File: config.mk
export PLATFORM = sky130hd
export DESIGN_NAME = uart_tx_param
export DESIGN_NICKNAME = d
export VERILOG_FILES = /design/src/rtl/uart_tx_param.sv
export SDC_FILE = /design/constraint.sdc
export NUM_CORES = 1
export LEC_CHECK = 0
export CAP_MARGIN = 10
export CORE_UTILIZATION = 25
export CTS_CLUSTER_DIAMETER = 40
export DETAILED_ROUTE_END_ITERATION = 12
export HOLD_SLACK_MARGIN = 0.06
export PLACE_DENSITY = 0.39
export REMOVE_ABC_BUFFERS = 1
export SYNTH_ARGS = -nofsm -noshare
export SYNTH_HDL_FRONTEND = slang
export SYNTH_SLANG_ARGS = --single-unit
File: constraint.sdc
create_clock -name clk -period 3.5 [get_ports clk]
set_clock_uncertainty 0.15 [all_clocks]
set_input_delay 0.35 -clock clk [delete_from_list [all_inputs] [get_ports clk]]
set_output_delay 0.35 -clock clk [all_outputs]
set_load 0.005 [all_outputs]
File: src/rtl/uart_tx_param.sv
// Parametrised UART transmitter: start bit, DATA_BITS LSB-first, optional parity, STOP_BITS stop bits.
// Parity stage is compiled in only when UART_TX_PARITY_EN is defined.
module uart_tx_param #(
    parameter int DATA_BITS    = 8,
    parameter int CLKS_PER_BIT = 868,
    parameter int STOP_BITS    = 1,
    parameter int PARITY_ODD   = 0
) (
    input  logic                 clk,
    input  logic                 rst,
    input  logic [DATA_BITS-1:0] data,
    input  logic                 valid,
    output logic                 ready,
    output logic                 tx,
    output logic                 busy,
    output logic                 done
);
    localparam int BAUD_W = $clog2(CLKS_PER_BIT);
    localparam int BIT_W  = $clog2(DATA_BITS);
    localparam logic [BAUD_W-1:0] BAUD_LAST = BAUD_W'(CLKS_PER_BIT - 1);
    localparam logic [BIT_W-1:0]  DATA_LAST = BIT_W'(DATA_BITS - 1);
    localparam logic [BIT_W-1:0]  STOP_LAST = BIT_W'(STOP_BITS - 1);

    if (DATA_BITS < 5 || DATA_BITS > 9 || CLKS_PER_BIT < 2 ||
        STOP_BITS < 1 || STOP_BITS > 2 || PARITY_ODD < 0 || PARITY_ODD > 1) begin : g_bad_param
        $error("uart_tx_param: illegal parameter value");
    end

    typedef enum logic [2:0] {
        IDLE,
        START,
        DATA,
`ifdef UART_TX_PARITY_EN
        PARITY,
`endif
        STOP
    } state_t;

    state_t               state;
    logic [DATA_BITS-1:0] shreg;
    logic [BAUD_W-1:0]    baud_cnt;
    logic [BIT_W-1:0]     bit_cnt;
    logic                 baud_wrap;
`ifdef UART_TX_PARITY_EN
    logic                 par_bit;
`endif

    assign baud_wrap = (baud_cnt == BAUD_LAST);

    // tx is set on the edge that enters each bit so it is always a plain register output
    always_ff @(posedge clk or negedge rst) begin
        if (!rst) begin
            state    <= IDLE;
            shreg    <= '0;
            baud_cnt <= '0;
            bit_cnt  <= '0;
            tx       <= 1'b1;
            ready    <= 1'b1;
            busy     <= 1'b0;
            done     <= 1'b0;
`ifdef UART_TX_PARITY_EN
            par_bit  <= 1'b0;
`endif
        end else begin
            done <= 1'b0;
            case (state)
                IDLE: begin
                    if (valid && ready) begin
                        shreg    <= data;
                        baud_cnt <= '0;
                        bit_cnt  <= '0;
                        tx       <= 1'b0;
                        busy     <= 1'b1;
                        ready    <= 1'b0;
                        state    <= START;
                    end
                end
                START: begin
                    if (baud_wrap) begin
                        baud_cnt <= '0;
                        tx       <= shreg[0];
                        state    <= DATA;
`ifdef UART_TX_PARITY_EN
                        // shreg is still the unshifted latched character here
                        par_bit  <= (^shreg) ^ (PARITY_ODD != 0);
`endif
                    end else begin
                        baud_cnt <= baud_cnt + 1'b1;
                    end
                end
                DATA: begin
                    if (baud_wrap) begin
                        baud_cnt <= '0;
                        if (bit_cnt == DATA_LAST) begin
                            bit_cnt <= '0;
`ifdef UART_TX_PARITY_EN
                            tx      <= par_bit;
                            state   <= PARITY;
`else
                            tx      <= 1'b1;
                            state   <= STOP;
`endif
                        end else begin
                            bit_cnt <= bit_cnt + 1'b1;
                            shreg   <= shreg >> 1;
                            tx      <= shreg[1];
                        end
                    end else begin
                        baud_cnt <= baud_cnt + 1'b1;
                    end
                end
`ifdef UART_TX_PARITY_EN
                PARITY: begin
                    if (baud_wrap) begin
                        baud_cnt <= '0;
                        tx       <= 1'b1;
                        state    <= STOP;
                    end else begin
                        baud_cnt <= baud_cnt + 1'b1;
                    end
                end
`endif
                STOP: begin
                    if (baud_wrap) begin
                        baud_cnt <= '0;
                        if (bit_cnt == STOP_LAST) begin
                            bit_cnt <= '0;
                            busy    <= 1'b0;
                            ready   <= 1'b1;
                            done    <= 1'b1;
                            state   <= IDLE;
                        end else begin
                            bit_cnt <= bit_cnt + 1'b1;
                        end
                    end else begin
                        baud_cnt <= baud_cnt + 1'b1;
                    end
                end
                default: state <= IDLE;
            endcase
        end
    end
endmodule

==> metrics.csv <==
metric;value;unit
clockRootBuffer;clkbuf_8;
synthTopCellsByCount;25 x dfrtp_1, 17 x mux2_2, 15 x nor2_1;
postRouteAntennaNets;0;
ys_seq_elements;27;
diodes;0;
cts_tree;built;
clk_latency;270;ps
rsz0062_at_grt;false;
cts.path.max_buffers;2;
dieArea;6690;um^2
required;3520;ps
start_kind;flip-flop;
layout-drive-gt1-share;21.3;%
cts_resized;0;
grt_usage;11.9;%
path_class;flip-flop to flip-flop;
grt_antenna_before_repair;0;
final_core_util;31.0;%
cts_buffers;3;
fillers;626;
slowest_delay;590;ps
synth_compound_gate_area_share;13.4;%
yosysSeqAreaShare;42.6;%
place.detailed.hpwl;2520;um
p_int;407;uW
area_growth;17.2;%
crit_family;adder cells;
fin_area;1870;um^2
fin_setup_tns;0;ps
ios;15;
start_util;26.4;%
die_w;81.8;um
htreeDepth;1;
multiInputGateArea;880;um^2
rr_startpoint;state[0];
cp_cell_sequence;inv_1 > ha_1 > nor2b_1 > o21ai_2 > mux2_2;
yosys.area.top_type_share;39.3;%
grt_start_max_net_pins;28;
rr_endpoint;shreg[2];
worst_setup_path_end_kind;flip-flop;
yosys.area_share.simple;15.7;%
synth_top_family_by_area;simple AND/OR/NAND/NOR gates;
syn_area_per_cell;11.1;um^2
tightest_slew;645;ps
place_congestion;0.747;
ys.flop_type;dfrtp_1;
cts_setup_buffers;0;
seq_power_share;60.4;%
yosysTopAreaCell;dfrtp_1;
critPathLaunch;state[0];
hold_viol;0;
slowest_stage;ha_1;
vias_per_cell;4.68;
cp.arrival;2460;ps
first_pass_iters;4;
clkTransAtPathRegs;100;ps
final_nets;183;
slew_viol_final;0;
vias;1100;
grt_pass1_wl;5910;um
max_slew_margin;57.0;%
grt_pass1_vias;1215;
clkPwrFrac;35.3;%
initialDrtViolationCount;44;
combinationalPowerShare;4.3;%
fmax;410;MHz
synth_edf_count;0;
coreArea;6030;um^2
synthArstFlopShare;100;%
drc;0;
ys_warn_count;0;
final.period_utilization;69.6;%
maxCapViolCount;0;
grt_overflow_total;0;
rrSetupSlack;1060;ps
wire_per_inst;14.1;um
cp_num_buf_inv;1;
p_leak;0.000796;uW
r2r_cells;5;
cts_sinks;27;
postSynthCellCount;144;
finalSetupViolCount;0;
period_minus_slack;2440;ps
status;completed;
regArea;678;um^2
synth_area_leaders;dfrtp_1 39%, mux2_2 12%, ha_1 8.6%;
ys_types;41;
yosysMostFrequentCell;dfrtp_1;
num_rows;28;
synthMuxAreaShare;14.2;%
hold_path_class;primary input to asynchronous set/reset pin;
io_buffers;14;
fp.dieH;81.8;um
switching_power;109;uW
power.density;276;nW/um^2
holdBufCountCts;0;
placed_area;1820;um^2
synth_area;1590;um^2
hold-worst-slack;295;ps
synth-xor-area-share;3.30;%
worstPathMaxFanout;16;
ir_drop;0.125;mV
synthAdderAreaFrac;8.64;%
drt-total-wl;3320;um
switching_share;21.2;%
[power groups by stage]
stage,registers [uW],clock network (uW),logic (uW)
2_1_floorplan,318,0,3.63
3_3_place_gp,318,0,23.2
3_5_place_dp,318,0,23.3
4_1_cts,312,195,23.3
5_1_grt,312,207,25.0
6_report,312,182,22.3
[state kept, by name, indices dropped and copies added, names as in the netlist]
name / count
tx: 1
state: 2
busy: 1
done: 1
bit_cnt: 3
ready: 1
shreg: 8
baud_cnt: 10
[worst max-delay path by stage]
stage,end,slack [ps],depth (start not counted)
after global placement,shreg[6],1140,5
after global routing,shreg[6],880,5
after floorplan,state[1],1420,6
after detailed placement,shreg[4],1060,5
final,shreg[2],1060,5
after CTS,state[1],1040,6
[stage by stage]
stage	std cells	total power (uW)	worst slack, ps
6_report	235	516	1060
5_1_grt	235	544	879
4_1_cts	235	530	1040
3_5_place_dp	231	341	1060
3_3_place_gp	231	341	1140
2_1_floorplan	141	322	1420
[area by class of cell]
cell class	count	area share (%)
multi-input cells	108	47.1
flip-flops and latches	27	36.3
repair buffers	15	7.91
well taps	75	5.03
clock buffers	4	2.41
inverters	6	1.21
[layer usage]
metal / GRT usage (%) / vias up / wire length [um]
met3: 2.00 / 2 / 95
met1: 16.3 / 533 / 1690
met4: 4.21 / 0 / 28
met5: 0 / - / 0
li1: - / 553 / -
met2: 18.6 / 12 / 1510
[placed cells by master (no fill, tap or decap), types with 3 or more instances in the layout]
cell             Yosys  layout
inv_1                6       6
nand2_1              6       6
o2111ai_1            3       3
nand4_1              4       4
mux2_2              17      17
clkbuf_8             0       3
o21ai_0              5       5
nor2_1              15      15
nand2b_1             4       4
a21boi_0             3       3
ha_1                11      11
clkdlybuf4s50_1      0      14
dfrtp_1             25      25
xor2_1               6       6
[cell families after synthesis]
| logic type | Yosys count |
|---|---|
| AND/OR/NAND/NOR | 44 |
| AO/OA/AOI/OAI | 27 |
| flip-flops | 27 |
| multiplexers | 20 |
| adder cells (fa/ha/maj) | 11 |
| buffers and inverters | 9 |
| XOR/XNOR | 6 |
Note: power is estimated with default switching activity, not from simulation.
==> RTL change, RTL diff (config.mk and constraints unchanged) <==
The parameter `CLKS_PER_BIT` goes from 868 to 434.
--- a/src/rtl/uart_tx_param.sv
+++ b/src/rtl/uart_tx_param.sv
@@ -3,5 +3,5 @@
 module uart_tx_param #(
     parameter int DATA_BITS    = 8,
-    parameter int CLKS_PER_BIT = 868,
+    parameter int CLKS_PER_BIT = 434,
     parameter int STOP_BITS    = 1,
     parameter int PARITY_ODD   = 0
Check against the original RTL: same outputs for any inputs over 10 cycles, from zero or initial values and one cycle with rst low; that may be too few to reach the edited logic, so the function may still have changed.
==> RTL change against the original RTL <==
Synthesized area is 0.79% lower; synthesized cell count increased by 5.6%; routed wire length rose by 3.9%; critical path type unchanged; worst setup slack lost 0.033 ns; sequential cell count shrank 1; power grew 16%; final area up 0.54%; worst hold slack got worse by 0.011 ns.
==> RTL change: results (changes against the original RTL) <==
Max stage delay on crit path: 0.54 ns (was 0.59 ns)
Met1 Wirelength: 1.69 mm (about the same)
Worst Tran Pin Value: 0.646 ns (was 0.645 ns)
diode count: 0 (unchanged)
Detailed Route WL: 3.45 mm (was 3.32 mm)
clk_lat worst skew: 0.29 ns (was 0.27 ns)
WL met2: 1.64 mm (was 1.51 mm)
All-Layer GR Usage: 11.4% (was 11.9%)
grt met2 use: 18.7% (was 18.6%)
post-synthesis mux area share: 13.7% (was 14.2%)
share of cells above drive strength 1: 19.8% (was 21.3%)
final estimated routing congestion in global placement: 0.774 (was 0.747)
Initial DRC Count: 63 (was 44)
first-pass GRT wire length: 5.69 mm (was 5.91 mm)
DR WL met3: 104 um (was 95 um)
met1 usage: 15.2% (was 16.3%)
most frequent cells after synthesis: dfrtp_1 (24), mux2_2 (17), o21ai_0 (14) (was dfrtp_1 (25), mux2_2 (17), nor2_1 (15))
largest net degree at the start of global routing: 27 (was 28)
adder-cell area share of the yosys netlist: 9.50% (was 8.64%)
arrival time at the worst endpoint: 2.50 ns (was 2.46 ns)
CP Max Fanout: 15 (was 16)
P_leak: 0.799 nW (was 0.796 nW)
Pre-antenna DRT Iters: 4 (unchanged)
dpl hpwl: 2.54 mm (was 2.52 mm)
Post-CTS Setup Bufs: 0 (unchanged)
layout net count: 191 (was 183)
delay-heaviest family, CP: simple AND/OR/NAND/NOR gates (was adder cells)
sequential share of the synthesized area: 41.3% (was 42.6%)
FFs w/ async S/R, synth: 100% (unchanged)
Port-buffer cells: 14 (unchanged)
dominant cells by area after synthesis: dfrtp_1 (38%), mux2_2 (12%), ha_1 (9.5%) (was dfrtp_1 (39%), mux2_2 (12%), ha_1 (8.6%))
max layer used: met4 (unchanged)
vias per cell: 4.81 (was 4.68)
# fillers: 638 (was 626)
VDD IR max: 0.000161 V (was 0.000125 V)
Synth Area in Compound Gates: 15.9% (was 13.4%)
GR Util met3: 3.00% (was 2.00%)
outcome: finished clean (unchanged)
biggest regs: baud_cnt: 9 flops, shreg: 8 flops, bit_cnt: 3 flops (was baud_cnt: 10 flops, shreg: 8 flops, bit_cnt: 3 flops)
Synth Area in XOR/XNOR: 0% (was 3.30%)
NetSw: 0.000122 W (was 0.000109 W)
## RTL change: cell type report
cell class	instances	area (um^2)	area share, %
Multi-Input combinational cell	113	877	46.7
Clock inverter	1	30.0	1.60
Tap cell	75	93.8	5.00
Timing Repair Buffer	15	148	7.87
Inverter	9	33.8	1.80
Clock buffer	3	41.3	2.20
Sequential cell	26	653	34.8
## RTL change: worst paths after layout
| kind | depth (start not counted) | slack, ns | startpoint | end |
|---|---|---|---|---|
| max | 6 | 1.03 | state[0] | shreg[4] |
| min | 2 | 0.28 | rst | shreg[4] |
| max reg2reg | 6 | 1.03 | state[0] | shreg[4] |
| min reg2reg | 2 | 0.37 | shreg[7] | shreg[7] |
| max in group asynchronous | 2 | 2.61 | rst | ready |
| min in group clk | 2 | 0.37 | shreg[7] | shreg[7] |
## RTL change: power by group through the flow
stage	Sequential [W]	Combinational, W	Clock (W)
floorplan	0.000313	0.00000756	0
global placement	0.000313	0.0000285	0
detailed placement	0.000314	0.0000292	0
CTS	0.000308	0.0000296	0.000264
global route	0.000309	0.0000319	0.000274
finish	0.000308	0.0000282	0.000262
## RTL change: stage by stage
step                area, um^2  setup slack [ns]  cells  total power, W  hold WS (ns)
detailed placement        1810              1.00    238        0.000343         0.345
floorplan                 1560              1.36    148        0.000321       -0.0956
CTS                       1880             0.986    242        0.000602         0.313
finish                    1880              1.03    242        0.000598         0.284
global route              1880             0.826    242        0.000615         0.324
global placement          1810              1.12    238        0.000342         0.336
## RTL change: worst reg2reg max path, stage by stage, from the launching register on
cell     delay (ns)
dfrtp_1        0.45
inv_1          0.15
ha_1           0.54
nor2b_1        0.25
a31oi_1        0.13
nor2_2         0.31
mux2_2         0.38
